File: src/rtl/branch_tracker_pkg.sv
// Shared types for the branch tracker: branch unit result packet, tracker
// state enum and the branch-mask width.
package branch_tracker_pkg;

  localparam int BM_WIDTH = 4;

  typedef struct packed {
    logic                valid;
    logic [BM_WIDTH-1:0] bmm;
    logic                bm_mispred;
    logic [31:0]         target_PC;
    logic                actual_taken;
    logic                predict_taken;
  } BRANCH_REG_PACKET;

  typedef enum logic {
    BT_NORMAL  = 1'b0,
    BT_RECOVER = 1'b1
  } BR_TRACK_STATE;

endpackage

File: src/rtl/branch_tracker_lowest_free_sel.sv
// One-hot selector of the lowest set bit of an N-bit vector; used to pick the
// free branch-mask entry with the smallest index.
module lowest_free_sel #(
  parameter int N = 4
) (
  input  logic [N-1:0] vec_i,
  output logic [N-1:0] onehot_o,
  output logic         any_o
);

  // Two's-complement trick isolates the lowest set bit.
  assign onehot_o = vec_i & (~vec_i + N'(1));
  assign any_o    = |vec_i;

endmodule

File: src/rtl/branch_tracker.sv
// Tracks outstanding branches: hands out one-hot mask bits at dispatch and
// turns branch-unit results into registered clear/squash broadcasts.
module branch_tracker
  import branch_tracker_pkg::*;
#(
  parameter int N_BR = BM_WIDTH
) (
  input  logic             clock,
  input  logic             reset_n,
  input  logic             alloc_req,
  output logic             alloc_gnt,
  output logic [N_BR-1:0]  alloc_mask,
  output logic [N_BR-1:0]  cur_mask,
  input  BRANCH_REG_PACKET branch_reg_result,
  output logic             resolve_valid,
  output logic [N_BR-1:0]  resolve_mask,
  output logic             squash,
  output logic [N_BR-1:0]  squash_mask,
  output logic [31:0]      redirect_PC,
  input  logic [31:0]      alloc_npc,
  output logic             bad_resolve,
  output logic             dbg_state
);

  // Handshake: alloc_req is a per-cycle request; alloc_gnt/alloc_mask answer it
  // combinationally in the same cycle and the entry is taken on the next edge.
  // Resolve results are accepted whenever branch_reg_result.valid is high.

  BR_TRACK_STATE   state_q;
  logic [N_BR-1:0] busy_q, busy_d;
  logic [N_BR-1:0] dep_q [N_BR];
  logic [N_BR-1:0] dep_d [N_BR];
  logic [31:0]     npc_q [N_BR];

  logic            resolve_valid_q, squash_q, bad_resolve_q;
  logic [N_BR-1:0] resolve_mask_q, squash_mask_q;
  logic [31:0]     redirect_pc_q;

  logic [N_BR-1:0] bmm;
  logic            res_valid, res_mispred, bmm_onehot, res_hit;
  logic            correct_ok, mispred_ok;
  logic [N_BR-1:0] younger, clear_vec, squash_vec;
  logic [N_BR-1:0] free_onehot;
  logic            any_free;
  logic [31:0]     npc_sel, redirect_d;
  logic            unused_pred;

  assign bmm         = branch_reg_result.bmm;
  assign res_valid   = branch_reg_result.valid;
  assign res_mispred = branch_reg_result.bm_mispred;
  assign unused_pred = branch_reg_result.predict_taken;

  assign bmm_onehot = (bmm != '0) && ((bmm & (bmm - N_BR'(1))) == '0);
  assign res_hit    = res_valid && bmm_onehot && ((bmm & busy_q) != '0);
  assign correct_ok = res_hit && !res_mispred;
  assign mispred_ok = res_hit && res_mispred;

  lowest_free_sel #(.N(N_BR)) u_free_sel (
    .vec_i   (~busy_q),
    .onehot_o(free_onehot),
    .any_o   (any_free)
  );

  assign alloc_gnt  = reset_n && alloc_req && any_free && (state_q == BT_NORMAL) &&
                      !(res_valid && res_mispred);
  assign alloc_mask = alloc_gnt ? free_onehot : '0;

  always_comb begin
    younger = '0;
    npc_sel = '0;
    for (int j = 0; j < N_BR; j++) begin
      younger[j] = busy_q[j] && ((dep_q[j] & bmm) != '0);
      if (bmm[j]) npc_sel = npc_sel | npc_q[j];
    end
    redirect_d = branch_reg_result.actual_taken ? branch_reg_result.target_PC : npc_sel;
  end

  always_comb begin
    clear_vec  = correct_ok ? bmm : '0;
    squash_vec = mispred_ok ? (bmm | younger) : '0;
    busy_d     = (busy_q & ~clear_vec & ~squash_vec) | alloc_mask;
    for (int i = 0; i < N_BR; i++) begin
      dep_d[i] = dep_q[i] & ~clear_vec;
      // A branch resolving correctly this cycle is no longer older than the new one.
      if (alloc_mask[i]) dep_d[i] = busy_q & ~clear_vec;
    end
  end

  always_ff @(posedge clock or negedge reset_n) begin
    if (!reset_n) begin
      state_q         <= BT_NORMAL;
      busy_q          <= '0;
      for (int i = 0; i < N_BR; i++) begin
        dep_q[i] <= '0;
        npc_q[i] <= '0;
      end
      resolve_valid_q <= 1'b0;
      resolve_mask_q  <= '0;
      squash_q        <= 1'b0;
      squash_mask_q   <= '0;
      redirect_pc_q   <= '0;
      bad_resolve_q   <= 1'b0;
    end else begin
      busy_q <= busy_d;
      for (int i = 0; i < N_BR; i++) begin
        dep_q[i] <= dep_d[i];
        if (alloc_mask[i]) npc_q[i] <= alloc_npc;
      end
      case (state_q)
        BT_NORMAL:  if (mispred_ok) state_q <= BT_RECOVER;
        BT_RECOVER: state_q <= BT_NORMAL;
        default:    state_q <= BT_NORMAL;
      endcase
      resolve_valid_q <= res_hit;
      resolve_mask_q  <= res_hit ? bmm : '0;
      squash_q        <= mispred_ok;
      squash_mask_q   <= squash_vec;
      redirect_pc_q   <= mispred_ok ? redirect_d : '0;
      if (res_valid && !res_hit) bad_resolve_q <= 1'b1;
    end
  end

  assign cur_mask      = busy_q;
  assign resolve_valid = resolve_valid_q;
  assign resolve_mask  = resolve_mask_q;
  assign squash        = squash_q;
  assign squash_mask   = squash_mask_q;
  assign redirect_PC   = redirect_pc_q;
  assign bad_resolve   = bad_resolve_q;
  assign dbg_state     = (state_q == BT_RECOVER);

endmodule

File: config.mk
export PLATFORM = sky130hd
export DESIGN_NAME = branch_tracker
export DESIGN_NICKNAME = d
export VERILOG_FILES = /design/src/rtl/branch_tracker_pkg.sv /design/src/rtl/branch_tracker_lowest_free_sel.sv /design/src/rtl/branch_tracker.sv
export SDC_FILE = /design/constraint.sdc
export NUM_CORES = 1
export LEC_CHECK = 0
export CAP_MARGIN = 5
export CORE_MARGIN = 2
export CORE_UTILIZATION = 37
export DETAILED_ROUTE_END_ITERATION = 7
export GPL_ROUTABILITY_DRIVEN = 0
export HOLD_SLACK_MARGIN = 0.15
export PLACE_DENSITY_LB_ADDON = 0.2
export SYNTH_ARGS = -nofsm -noshare
export SYNTH_HDL_FRONTEND = slang
export SYNTH_HIERARCHICAL = 1
export SYNTH_SLANG_ARGS = --single-unit
File: constraint.sdc
create_clock -name clock -period 2.2 [get_ports clock]
set_clock_uncertainty 0.1 [all_clocks]
set_input_delay 0.44 -clock clock [delete_from_list [all_inputs] [get_ports clock]]
set_output_delay 0.44 -clock clock [all_outputs]
set_load 0.1 [all_outputs]
==> flow_summary_export.csv <==
group,metric,value,unit
outcome,outcome,"finished, violations left",
outcome,violations,"setup timing",
final_layout,syn_to_final_growth,39.8,%
yosys,synthArstFlopShare,1.00,
power,power.density,1040,nW/um^2
timing,hold_viol,0,
yosys,netlist.area_leader.share,0.583,
power,p_comb_frac,0.285,
global_routing,antenna_found_initial,1,
drt,drtAntennaViolNets,0,
drt,post_drt_wl_per_cell,22.5,um
timing,worst_pin_slew,0.768,ns
timing,rsz0062_at_grt,"true",
power,power.share.switching,0.289,
job,max_cap_violations,0,
yosys,ys_seq_area_frac,0.583,
timing,max_freq,378,MHz
setup_path,crit_slowest_cell,"or4_4",
cts,clk_latency,0.44,ns
drt,drtPass1Iterations,5,
final_layout,layout_common_cells,"dfrtp_1 (184), mux2_4 (90), buf_4 (78)",
yosys,yosysTopAreaCell,"dfrtp_1",
drt,post_drt_via_cell_ratio,5.42,
timing,post-route-period-util,1.20,
floorplan,initial_core_util,0.373,
setup_path,cp_max_fo,5,
cts,h-tree-depth,4,
global_routing,grt_use_total,0.209,
setup_path,worstSetupStartpointType,"flip-flop",
setup_path,arrival,2.10,ns
yosys,synth_edf_count,0,
setup_path,cp_cell_sequence,"inv_2 -> or4_4 -> and4b_4 -> nand3_4 -> clkinvlp_4 -> buf_12",
placed_design,dp_slack,-0.283,ns
placed_design,dp_cells,1004,
drt,wl,23900,um
drt,route.detailed.drc,0,
timing,finalMaxSlewViolations,0,
global_routing,grt_first_pass_wirelength,35600,um
yosys,synth_cells,611,
setup_path,worstSetupPathType,"reg2out",
cts,cts_buffers,17,
yosys,syn_nets,686,
power,p_sw,3390,uW
placed_design,portBuffers,126,
floorplan,die_y,152,um
timing,setup_violations,141,
power,seq_power_share,0.449,
setup_path,critPathTopFamily,"simple AND/OR/NAND/NOR gates",
floorplan,die_w,152,um
yosys,ys_types,36,
final_layout,layout-drive-gt1-share,0.378,
final_layout,n_fill_cell,1843,
global_routing,grt_pass1_vias,6157,
power,totalPowerFinal,11700,uW
global_routing,overflow,0,
drt,dr_total_vias,5765,
final_layout,mostFrequentLayoutCell,"dfrtp_1",
yosys,ys_ff_latch,188,
final_layout,multiInputGateArea,3450,um^2
power,ir_worst_vdd,0.491,mV
yosys,synth.avg_cell_area,13.2,um^2
yosys,synthFlopType,"dfrtp_1",
global_routing,grt_start_max_net_pins,134,
setup_path,cp.required,1.66,ns
cts,cts.path.max_buffers,2,
yosys,yosysWarnings,6,
timing,setup_slack,-0.443,ns
power,p_leak,0.00552,uW
final_layout,layout.cells.non_filler,1063,
floorplan,die-area,23000,um^2
timing,slew_headroom,0.488,
cts,cts_root_buffer,"clkbuf_16",
final_layout,num_antenna_cells,0,
yosys,synth.area.top_cells,"dfrtp_1 (58%), mux2_2 (13%), a22oi_1 (6.0%)",
cts,tritoncts,"built",
power,p_int,8350,uW
placed_design,hpwl,13500,um
timing,tns,-22.19,ns
yosys,syn-cell-area,8070,um^2
final_layout,seqCellArea,4720,um^2
setup_path,critical-path-max-stage-delay,0.52,ns
cts,clk_pin_slew,0.07,ns
setup_path,cp-end-kind,"output pin",
floorplan,io_pins,128,
setup_path,cp_num_buf_inv,3,
floorplan,rows,54,
floorplan,core_area,21600,um^2
drt,drtIter0Drc,420,
final_layout,fin_nets,846,
power,p_clk_frac,0.266,
min_path,worstHoldPathType,"in2reg",
timing,period_minus_slack,2.64,ns
cts,clock_sinks,188,
[area by class of cell]
| type | instances | area share |
|---|---|---|
| well taps | 280 | 0.0310 |
| clock inverters | 10 | 0.0124 |
| inverters | 10 | 0.00510 |
| flip-flops and latches | 188 | 0.418 |
| multi-input cells | 362 | 0.306 |
| repair buffers | 192 | 0.188 |
| clock buffers | 21 | 0.0399 |
[synthesized netlist by cell type, drive strengths merged (2+ instances only)]
library cell    n
a21oi          64
a222oi          4
a22oi          64
a31oi          12
and2            5
and2b           6
buf            26
clkbuf         25
dfrtp         188
inv            10
mux2          128
mux2i          12
nand3           4
nor2            9
nor2b          27
nor3            2
nor4b           3
o211ai          4
o21a            4
o21ai           4
[path summary, 6_finish.rpt]
| check | startpoint | endpoint | slack, ns | depth (start not counted) |
|---|---|---|---|---|
| min | branch_reg_result[35] | dep_q[4] | 0.29 | 2 |
| min reg2reg | bad_resolve | bad_resolve | 0.38 | 1 |
| max | cur_mask[2] | alloc_mask[1] | -0.44 | 6 |
| max reg2reg | cur_mask[2] | npc_q[75] | -0.33 | 10 |
| max in group asynchronous | reset_n | npc_q[34] | 0.64 | 3 |
| min in group asynchronous | reset_n | npc_q[86] | 0.76 | 3 |
[kinds of logic after synthesis]
logic type | count (synthesis) | synth area share
flops | 188 | 0.583
compound gates | 160 | 0.131
mux | 140 | 0.193
simple gates | 61 | 0.0515
buf+inv | 61 | 0.0398
xor+xnor | 1 | 0.00109
[state kept, by name (all words and copies together) (netlist names)]
register	cells
squash	1
npc_q	128
resolve_mask	4
dep_q	12
bad_resolve	1
squash_mask	4
cur_mask	4
resolve_valid	1
dbg_state	1
redirect_PC	32
[metal layers]
metal	vias up	track usage	wire length [um]
li1	2552	-	-
met1	3000	0.285	10700
met2	181	0.340	11600
met3	32	0.0347	1240
met4	0	0.0713	418
met5	-	0	0
[worst register-to-register path, cell delays in order, from the launching register on]
cell and delay [ns]:
dfrtp_4 0.42, inv_2 0.04, or4_4 0.52, and4b_4 0.27, nand3_4 0.13, buf_6 0.12, buf_6 0.09, buf_8 0.11
buf_12 0.12, buf_12 0.16, mux2_4 0.32
[through the flow]
step                utilization  hold WS, ns  area, um^2
detailed placement        0.452        0.370        9760
CTS                       0.511        0.273       11000
global placement          0.452        0.371        9760
floorplan                     -       0.0444        8180
global route              0.522        0.300       11300
finish                    0.522        0.291       11300
[power groups by stage]
| stage | registers [uW] | logic (uW) | clock network (uW) |
|---|---|---|---|
| global route | 5390 | 3610 | 3330 |
| global placement | 5150 | 2660 | 0 |
| finish | 5270 | 3350 | 3120 |
| detailed placement | 5250 | 2780 | 0 |
| floorplan | 5360 | 1770 | 0 |
| CTS | 5220 | 3170 | 3180 |
[timing repair]
action                                  in CTS  in global routing
resized for setup                           85                 53
gates cloned                                 7                  6
endpoints found under the setup margin     134                141
setup buffers                               15                  9
pin swaps                                    3                  2
hold buffers                                 2                  0
endpoints found under the hold margin       35                  0
Power figures use the tool's default switching activity.
